File: src/rtl/axi_alu_arbiter.sv
// Two-requester round-robin front end for a small registered ALU. Each transaction is two
// operand beats (A with opcode, then B) from the granted requester, then one result beat.
module axi_alu_arbiter #(
  parameter int unsigned DATA_W = 8,
  parameter int unsigned RES_W  = DATA_W + 1
) (
  input  logic              clk,
  input  logic              reset,
  input  logic [DATA_W-1:0] wdata0,
  input  logic [1:0]        op0,
  input  logic              wvalid0,
  output logic              wready0,
  input  logic [DATA_W-1:0] wdata1,
  input  logic [1:0]        op1,
  input  logic              wvalid1,
  output logic              wready1,
  output logic [RES_W-1:0]  rdata,
  output logic              rid,
  output logic              rvalid,
  input  logic              rready,
  output logic              busy
);

  typedef enum logic [2:0] {StIdle, StOpA, StOpB, StExec, StResp} state_e;

  state_e             state_q, state_d;
  logic               grant_q, grant_d;
  logic               last_q, last_d;
  logic [DATA_W-1:0]  a_q, a_d, b_q, b_d;
  logic [1:0]         opc_q, opc_d;
  logic [RES_W-1:0]   rdata_q, rdata_d;
  logic               rid_q, rid_d;

  logic               wvalid_g;
  logic [DATA_W-1:0]  wdata_g;
  logic [1:0]         op_g;
  logic [RES_W-1:0]   alu_res;

  assign wvalid_g = grant_q ? wvalid1 : wvalid0;
  assign wdata_g  = grant_q ? wdata1 : wdata0;
  assign op_g     = grant_q ? op1 : op0;

  // Bit DATA_W of the widened subtraction is exactly the borrow (A < B).
  always_comb begin
    alu_res = '0;
    unique case (opc_q)
      2'b00: alu_res = {1'b0, a_q} + {1'b0, b_q};
      2'b01: alu_res = {1'b0, a_q} - {1'b0, b_q};
      2'b10: alu_res = {1'b0, a_q & b_q};
      2'b11: alu_res = {1'b0, a_q ^ b_q};
    endcase
  end

  always_comb begin
    state_d = state_q;
    grant_d = grant_q;
    last_d  = last_q;
    a_d     = a_q;
    b_d     = b_q;
    opc_d   = opc_q;
    rdata_d = rdata_q;
    rid_d   = rid_q;
    case (state_q)
      StIdle: begin
        if (wvalid0 || wvalid1) begin
          // On a tie the requester not served last wins; otherwise whoever is asking.
          grant_d = (wvalid0 && wvalid1) ? ~last_q : wvalid1;
          state_d = StOpA;
        end
      end
      StOpA: begin
        if (wvalid_g) begin
          a_d     = wdata_g;
          opc_d   = op_g;
          state_d = StOpB;
        end
      end
      StOpB: begin
        if (wvalid_g) begin
          b_d     = wdata_g;
          state_d = StExec;
        end
      end
      StExec: begin
        rdata_d = alu_res;
        rid_d   = grant_q;
        state_d = StResp;
      end
      StResp: begin
        if (rready) begin
          last_d  = grant_q;
          state_d = StIdle;
        end
      end
      default: state_d = StIdle;
    endcase
  end

  always_ff @(posedge clk) begin
    if (!reset) begin
      state_q <= StIdle;
      grant_q <= 1'b0;
      last_q  <= 1'b1;
      a_q     <= '0;
      b_q     <= '0;
      opc_q   <= 2'b00;
      rdata_q <= '0;
      rid_q   <= 1'b0;
    end else begin
      state_q <= state_d;
      grant_q <= grant_d;
      last_q  <= last_d;
      a_q     <= a_d;
      b_q     <= b_d;
      opc_q   <= opc_d;
      rdata_q <= rdata_d;
      rid_q   <= rid_d;
    end
  end

  assign wready0 = (state_q == StOpA || state_q == StOpB) && !grant_q;
  assign wready1 = (state_q == StOpA || state_q == StOpB) && grant_q;
  assign rvalid  = (state_q == StResp);
  assign busy    = (state_q != StIdle);
  assign rdata   = rdata_q;
  assign rid     = rid_q;

endmodule

File: config.mk
export PLATFORM = sky130hd
export DESIGN_NAME = axi_alu_arbiter
export DESIGN_NICKNAME = d
export VERILOG_FILES = /design/src/rtl/axi_alu_arbiter.sv
export SDC_FILE = /design/constraint.sdc
export NUM_CORES = 1
export LEC_CHECK = 0
export CAP_MARGIN = 20
export CORE_UTILIZATION = 45
export DETAILED_ROUTE_END_ITERATION = 7
export PLACE_DENSITY_LB_ADDON = 0.15
export SKIP_CTS_REPAIR_TIMING = 1
export SYNTH_ARGS = -nofsm -noshare
export SYNTH_HDL_FRONTEND = slang
export SYNTH_SLANG_ARGS = --single-unit
export TNS_END_PERCENT = 20
File: constraint.sdc
create_clock -name clk -period 4.4 [get_ports clk]
set_clock_uncertainty 0.2 [all_clocks]
set_input_delay 0.44 -clock clk [delete_from_list [all_inputs] [get_ports clk]]
set_output_delay 0.44 -clock clk [all_outputs]
set_load 0.02 [all_outputs]
==> results.txt <==
Outcome - completed
Largest family of logic cells by synthesized area - compound AO/OA/AOI/OAI gates
Worst r2r path cells - 9
Worst setup EP type - register
Crit path DAT - 3.32 ns
Largest net degree at the start of global routing - 27
Post-synthesis mux area share - 10.21%
Synthesis-to-layout area growth - 24.14%
Synthesis-stage register bit count - 33
Die footprint - 5132 um^2
Ratio of cells with drive above 1 in the final layout - 6.859%
Crit path kind - register to register
Synth Area in Simple Gates - 17.95%
Pre-CTS setup slack - 1.177 ns
CP max stage cell - dfxtp_1
Clk sinks - 33
Fin crit share - 74.56%
RD Place Congestion - 0.7925
Worst slew pin tran - 0.8773 ns
First-pass GRT wire length - 8.280 mm
Via count - 1896
Non-filler cells, final - 329
DP Wirelength - 3.467 mm
Final setup margin - 1.119 ns
Syn Nets - 288
Synth warn - 0
Most frequent cell after synthesis - dfxtp_1
Die Span X - 71.64 um
Yosys top cell area share - 30.28%
Placed cell count - 320
Post-synth ARST share - 0%
Adder-cell share of the synthesized area - 10.67%
Critical Path RT - 4.44 ns
Synth area leader - dfxtp_1
Setup crit start - opc_q[0]$_SDFFE_PN0P_
CTS tree - done
Post-route setup TNS - 0 ns
P_leak - 1.224 nW
Post-synth EDFFs - 0
Synth Area in XOR/XNOR - 2.408%
Tmin final - 3.281 ns
RSZ-0062 raised after global routing - no
Commonest cells post-synth - dfxtp_1 (33), nand2_1 (31), mux2i_1 (20), o211a_1 (20), ha_1 (17)
Core Region - 4504 um^2
First-pass detailed-route iteration total - 4
Crit start category - register
Synth top area cells - dfxtp_1 (30%), ha_1 (9.7%), mux2i_1 (9.2%)
Critical path depth - 9
Die Y - 71.64 um
CTS clock-pin slew for the worst setup and hold paths - 0.07 ns
Initial detailed-routing violation count - 78
Cts bufs inserted - 5
Fill cells - 419
Synth cell types - 45
Power per standard cell area - 353.3 nW/um^2
Total gr overflow - 0
Worst rel slew slack - 41.19%
Final setup vio count - 0
Initial antenna violation count - 0
Seq/Total Area, Yosys - 30.28%
Crit-path max cell delay - 0.63 ns
FMAX - 304.8 MHz
Worst skew pair latency - 0.29 ns
Cells after synthesis - 245
Mapped Area - 2182 um^2
Critical path buffers and inverters - 0
Fin. max-slew vios - 0
H-tree depth - 2
Total Wirelength - 4.684 mm
Compound-gate portion of the synthesized area - 24.08%
Gr usage total - 20.67%
Num rows - 24
Fin nets - 319
Worst min path class - register to register
Vias in the first global route - 1824
Fin. Hold Viols - 0
Crit-path cells - nor2b_1 > nor2_1 > xnor2_1 > ha_1 > nor2b_4 > o31a_1 > o221a_1 > or4_1 > nand3_1
Clock Path Buffers - 2
Synth Flop Type - dfxtp_1
Peak supply drop - 0.1857 mV
Total of max-cap violations - 0
Critical Path Fanout Max - 11
Antenna diodes - 0
R2r endpoint - rdata[8]$_SDFFE_PN0P_
Vias per cell - 5.763
Flop-to-flop setup slack - 1.12 ns
WL per Instance - 14.24 um
FF-to-FF Start - opc_q[0]$_SDFFE_PN0P_
Root buf cell - clkbuf_8
Initial core utilization - 48.44%
DRC violations left - 0
Crit path max-delay family - simple AND/OR/NAND/NOR gates
Post-DRT Antenna Nets - 0
IO Count - 39
Port bufs - 38
Critical Path Sink - rdata[8]$_SDFFE_PN0P_
Syn_area_per_cell - 8.907 um^2
report_power, final:
part           leakage [nW]  switching (W)  internal (W)
clock network        0.0574       0.000122      0.000184
registers             0.268      0.0000271      0.000318
logic                 0.898       0.000149      0.000157
cells by family after synthesis:
logic type | after synthesis
buffers and inverters | 24
AOI/OAI and AO/OA | 67
muxes | 22
DFF | 33
adders and majority gates | 18
and+or+nand+nor | 75
xor gates and xnor gates | 6
metal layers:
| metal | up-vias | track usage, % | part of all wire (%) |
|---|---|---|---|
| met1 | 894 | 24.39 | 47 |
| li1 | 965 | - | - |
| met5 | - | 0 | 0 |
| met4 | 0 | 8.497 | 1.6 |
| met2 | 30 | 36.69 | 48 |
| met3 | 7 | 3.938 | 3.5 |
sequential cells by signal, summed over array words and instances (netlist names):
signal	flops
a_q	8
b_q	8
grant_q	1
last_q	1
opc_q	2
rdata	9
rid	1
state_q	3
final cells by class:
type	instances	area (um^2)	area share [%]
Tap cell	52	65.06	2.402
Sequential cell	33	660.6	24.39
Clock buffer	6	82.58	3.048
Clock inverter	2	37.54	1.386
Timing Repair Buffer	41	406.6	15.01
Inverter	7	26.28	0.9700
Multi-Input combinational cell	188	1430	52.79
tightest hold or removal path, stage by stage (launching register included):
cell      delay (ns)
dfxtp_1         0.31
nand2_1         0.04
a21boi_0        0.06
cell usage in the layout (no fill, tap or decap), types with 3 or more instances in the layout:
master and instances:
mux2i_1 20, nor3_1 8, dfxtp_1 33, ha_1 17, nor2_1 8, a21boi_0 3
clkbuf_8 6, inv_1 7, nor2b_1 6, nand2_1 31, xnor2_1 6, o21a_1 4
o211a_1 20, nand2b_1 3, o2111ai_1 3, a21oi_1 9, nand3b_1 3, nand3_1 3
o21ai_0 11, clkdlybuf4s50_1 38
worst min path at each step:
stage,from,endpoint,slack [ns],cells after the start
after detailed placement,rid$_SDFFE_PN0P_,rid$_SDFFE_PN0P_,0.26,2
after CTS,rid$_SDFFE_PN0P_,rid$_SDFFE_PN0P_,0.27,2
after global placement,rid$_SDFFE_PN0P_,rid$_SDFFE_PN0P_,0.25,2
after floorplan,last_q$_SDFFE_PN1P_,last_q$_SDFFE_PN1P_,0.28,2
final,rid$_SDFFE_PN0P_,rid$_SDFFE_PN0P_,0.26,2
after global routing,rdata[6]$_SDFFE_PN0P_,rdata[6]$_SDFFE_PN0P_,0.29,2
stage by stage:
step / utilization, % / power [W] / hold WS (ns) / cell area [um^2]
after global placement: 57.22 / 0.0006483 / 0.2506 / 2577
after detailed placement: 57.22 / 0.0006545 / 0.2574 / 2577
after CTS: 59.89 / 0.0009643 / 0.2681 / 2698
after floorplan: - / 0.0005732 / 0.2822 / 2182
after global routing: 60.14 / 0.001016 / 0.2910 / 2709
final: 60.14 / 0.0009571 / 0.2629 / 2709
Power figures use the tool's default switching activity.
